===== src/rtl/text_display_sequencer.sv =====
// Steps the text display timer through NUM_MSGS messages and blanks the
// screen for GAP_CYCLES between them. All outputs are registered.
module text_display_sequencer #(
    parameter int NUM_MSGS   = 4,
    parameter int IDX_W      = 2,
    parameter int GAP_CYCLES = 2,
    parameter int LOOP       = 0
) (
    input  logic             clk,
    input  logic             reset,
    input  logic             start,
    input  logic             stop,
    input  logic             timer_done,
    output logic             timer_enable,
    output logic             display_on,
    output logic [IDX_W-1:0] msg_index,
    output logic             busy,
    output logic             seq_done,
    output logic [1:0]       state_dbg
);

    localparam int CNT_W = (GAP_CYCLES > 1) ? $clog2(GAP_CYCLES) : 1;
    localparam logic [IDX_W-1:0] LAST_IDX = IDX_W'(NUM_MSGS - 1);
    localparam logic [CNT_W-1:0] GAP_LOAD = CNT_W'(GAP_CYCLES - 1);

    typedef enum logic [1:0] {
        IDLE   = 2'd0,
        SHOW   = 2'd1,
        GAP    = 2'd2,
        FINISH = 2'd3
    } state_t;

    state_t           state;
    state_t           state_nx;
    logic [CNT_W-1:0] gap_cnt;
    logic [CNT_W-1:0] gap_cnt_nx;
    logic [IDX_W-1:0] idx_nx;

    assign state_dbg = state;

    always_comb begin
        state_nx   = state;
        gap_cnt_nx = gap_cnt;
        idx_nx     = msg_index;
        case (state)
            IDLE: begin
                idx_nx = '0;
                if (start) state_nx = SHOW;
            end
            SHOW: begin
                if (timer_done) begin
                    state_nx   = GAP;
                    gap_cnt_nx = GAP_LOAD;
                end
            end
            GAP: begin
                // The counter reaching zero marks the last blanking cycle.
                if (gap_cnt == '0) begin
                    if (msg_index != LAST_IDX) begin
                        idx_nx   = msg_index + 1'b1;
                        state_nx = SHOW;
                    end else if (LOOP != 0) begin
                        idx_nx   = '0;
                        state_nx = SHOW;
                    end else begin
                        state_nx = FINISH;
                    end
                end else begin
                    gap_cnt_nx = gap_cnt - 1'b1;
                end
            end
            FINISH: begin
                idx_nx   = '0;
                state_nx = IDLE;
            end
            default: begin
                idx_nx   = '0;
                state_nx = IDLE;
            end
        endcase
        if (stop) begin
            state_nx   = IDLE;
            gap_cnt_nx = '0;
            idx_nx     = '0;
        end
    end

    // Outputs are decoded from the next state so they change on the same edge as the state.
    always_ff @(posedge clk or negedge reset) begin
        if (!reset) begin
            state        <= IDLE;
            gap_cnt      <= '0;
            msg_index    <= '0;
            timer_enable <= 1'b0;
            display_on   <= 1'b0;
            busy         <= 1'b0;
            seq_done     <= 1'b0;
        end else begin
            state        <= state_nx;
            gap_cnt      <= gap_cnt_nx;
            msg_index    <= idx_nx;
            timer_enable <= (state_nx == SHOW);
            display_on   <= (state_nx == SHOW);
            busy         <= (state_nx != IDLE);
            seq_done     <= (state_nx == FINISH);
        end
    end

endmodule


===== config.mk =====
export PLATFORM = sky130hd
export DESIGN_NAME = text_display_sequencer
export DESIGN_NICKNAME = d
export VERILOG_FILES = /design/src/rtl/text_display_sequencer.sv
export SDC_FILE = /design/constraint.sdc
export NUM_CORES = 1
export LEC_CHECK = 0
export BUFFER_PORTS_ARGS = -buffer_cell sky130_fd_sc_hd__clkbuf_2
export CORE_AREA = 3 3 40 42
export DETAILED_ROUTE_END_ITERATION = 16
export DIE_AREA = 0 0 43 45
export GPL_ROUTABILITY_DRIVEN = 0
export PLACE_DENSITY = 0.6
export SYNTH_ARGS = -nofsm -noshare
export SYNTH_HDL_FRONTEND = slang
export SYNTH_SLANG_ARGS = --single-unit

===== constraint.sdc =====
create_clock -name clk -period 2 [get_ports clk]
set_input_delay 0 -clock clk [delete_from_list [all_inputs] [get_ports clk]]
set_output_delay 0 -clock clk [all_outputs]
set_load 0.02 [all_outputs]

==> impl_metrics.py <==
metrics = {
    "outcome": {
        "status": "finished, final reports clean",
    },
    "grt": {
        "grt_max_degree": 11,
        "grt_usage": 0.130,
        "antenna_found_initial": 0,
        "first_global_vias": 400,
        "grt_pass1_wl_um": 1810,
        "grt_overflow_total": 0,
    },
    "drt": {
        "drt_iter0_markers": 4,
        "num_vias": 407,
        "drt_pass1_iterations": 4,
        "wl_per_cell_um": 13.8,
        "antenna_left": 0,
        "drt-total-wl_um": 1080,
        "drc": 0,
        "via_per_inst": 5.22,
    },
    "worst_setup_path": {
        "cp.buffers_inverters": 1,
        "cp-end-kind": "flip-flop",
        "worstSetupPathType": "flip-flop to flip-flop",
        "reg2reg_slack_ns": 0.28,
        "crit_family": "flip-flops",
        "crit_slowest_cell": "dfrtp_1",
        "cp_cell_sequence": "inv_1 > ha_1 > and2b_1 > a2111oi_4 > o22ai_1",
        "cp.arrival_ns": 1.82,
        "crit_fanout": 10,
        "start_kind": "flip-flop",
        "required_ns": 2.10,
        "cpPeakStageDelay_ns": 0.44,
    },
    "sta": {
        "fin_crit_ns": 1.72,
        "slew_viol_final": 0,
        "clock_skew_ns": 0.00787,
        "slew_headroom": 0.743,
        "rsz0062_at_grt": "false",
        "hold_ws_ns": 0.160,
        "fmax_ghz": 0.581,
        "tns_ns": 0,
        "setup_violations": 0,
        "worst_pin_slew_ns": 0.386,
        "fin_ws_ns": 0.280,
        "hold_viol": 0,
        "fin_crit_sh": 0.860,
    },
    "synth": {
        "synth_cell_types": 25,
        "ys_ff_latch": 8,
        "syn_avg_cell_area_um2": 10.9,
        "ys_seq_area_frac": 0.390,
        "yosys_warnings": 0,
        "netlist_area_um2": 513,
        "syn_inst": 47,
        "syn-num-nets": 56,
    },
    "cts": {
        "cts_made_buffers": 3,
        "tritoncts": "done",
        "clk_latency_ns": 0.25,
        "clock-sinks": 8,
        "path_clk_slew_ns": 0.06,
        "ctsResizeCount": 0,
        "clk_path_buf_depth": 2,
        "htreeDepth": 1,
        "root_buffer": "clkbuf_4",
    },
    "cells_and_area": {
        "final_area_um2": 627,
        "drive_above_1_share": 0.317,
        "mostFrequentLayoutCell": "clkbuf_2",
        "final_util": 0.488,
        "finalNonFillerCells": 78,
        "layout_common_cells": "12 x clkbuf_2, 8 x dfrtp_1, 4 x a21oi_1, 4 x ha_1",
        "fin_nets": 74,
        "area_growth_syn_to_layout_pct": 22.2,
        "insertedDiodeCount": 0,
    },
    "die": {
        "initial_utilization": 0.399,
        "die_w_um": 43,
        "core_um2": 1280,
        "die_y_um": 45,
        "num_rows": 13,
        "dieArea_um2": 1940,
        "pin_count": 13,
    },
    "place": {
        "place_worst_setup_slack_ns": 0.294,
        "io_buffer_count": 12,
        "dp_cells": 73,
        "placed_cell_area_um2": 584,
        "post-dp-hpwl_um": 809,
    },
    "power_and_ir_drop": {
        "p_leak_nw": 0.299,
        "p_total_mw": 0.888,
        "peakVddDrop_uv": 624,
        "power_per_cell_area_nw_per_um2": 1420,
    },
    "min_path": {
        "hp-class": "input port to flip-flop",
    },
    "flow_run": {
        "maxCapViolations": 0,
    },
}
-- metal layers --
metal / GRT usage / up-vias / part of all wire
met2: 0.216 / 5 / 0.50
met3: 0.0159 / 2 / 0.032
met5: 0 / - / 0
met1: 0.158 / 193 / 0.45
met4: 0.0904 / 0 / 0.016
li1: - / 207 / -
-- logic make-up after synthesis --
logic type | count (synthesis) | synth area share
muxes | 1 | 0.0293
AOI/OAI and AO/OA | 17 | 0.266
adders and majority gates | 4 | 0.0976
DFF | 8 | 0.390
and+or+nand+nor | 13 | 0.181
buffers and inverters | 4 | 0.0366
-- power by group --
| group | switching [mW] | leakage (nW) | total [mW] | internal [mW] |
|---|---|---|---|---|
| combinational | 0.289 | 0.178 | 0.501 | 0.211 |
| clock | 0.0484 | 0.0138 | 0.117 | 0.0682 |
| sequential | 0.0589 | 0.107 | 0.271 | 0.212 |
-- Yosys cell counts --
cell       n  area [um2]
nor2b_1    2        12.5
nor4_1     1        6.26
a2111oi_4  1        27.5
inv_1      3        11.3
o21ai_0    3        15.0
dfrtp_1    8         200
a211oi_2   1        12.5
buf_4      1        7.51
nor4b_1    1        8.76
a21oi_1    4        20.0
a211o_1    1        8.76
and2b_1    1        7.51
mux2_4     1        15.0
ha_1       4        50.1
a21o_1     1        7.51
o21a_1     3        22.5
or2b_1     1        7.51
o22ai_1    1        6.26
a31o_2     1        8.76
and3b_1    1        8.76
nand2b_1   1        6.26
a211oi_1   1        7.51
nand3b_1   2        15.0
and4bb_2   1        12.5
nor2_1     2        7.51
-- worst paths after layout --
kind,start,to,cells past startpoint
setup / recovery,state_dbg[0]$_DFF_PN0_,busy$_DFF_PN0_,5
hold / removal,timer_done,gap_cnt$_DFFE_PN0P_,4
setup reg to reg,state_dbg[0]$_DFF_PN0_,busy$_DFF_PN0_,5
hold reg to reg,msg_index[1]$_DFFE_PN0P_,msg_index[1]$_DFFE_PN0P_,2
max in group asynchronous,reset,state_dbg[1]$_DFF_PN0_,2
min in group asynchronous,reset,msg_index[0]$_DFFE_PN0P_,2
-- state kept, by name (all words and copies together) (netlist names) --
name        cells
state_dbg       2
gap_cnt         1
msg_index       2
display_on      1
busy            1
seq_done        1
-- worst reg2reg max path, cell delays in order, from the launching register on --
cell	delay [ns]
dfrtp_1	0.44
inv_1	0.11
ha_1	0.34
and2b_1	0.24
a2111oi_4	0.31
o22ai_1	0.14
-- cell type report --
| class | count | area (um2) |
|---|---|---|
| Inverter | 3 | 11.3 |
| Tap cell | 15 | 18.8 |
| Timing Repair Buffer | 14 | 80.1 |
| Fill cell | 122 | 658 |
| Clock buffer | 3 | 22.5 |
| Sequential cell | 8 | 200 |
| Multi-Input combinational cell | 35 | 294 |
-- timing repair --
action                    CTS  global route
hold endpoints to repair    9             0
buffers inserted            0             0
hold buffers                2             0
Power figures use the tool's default switching activity.
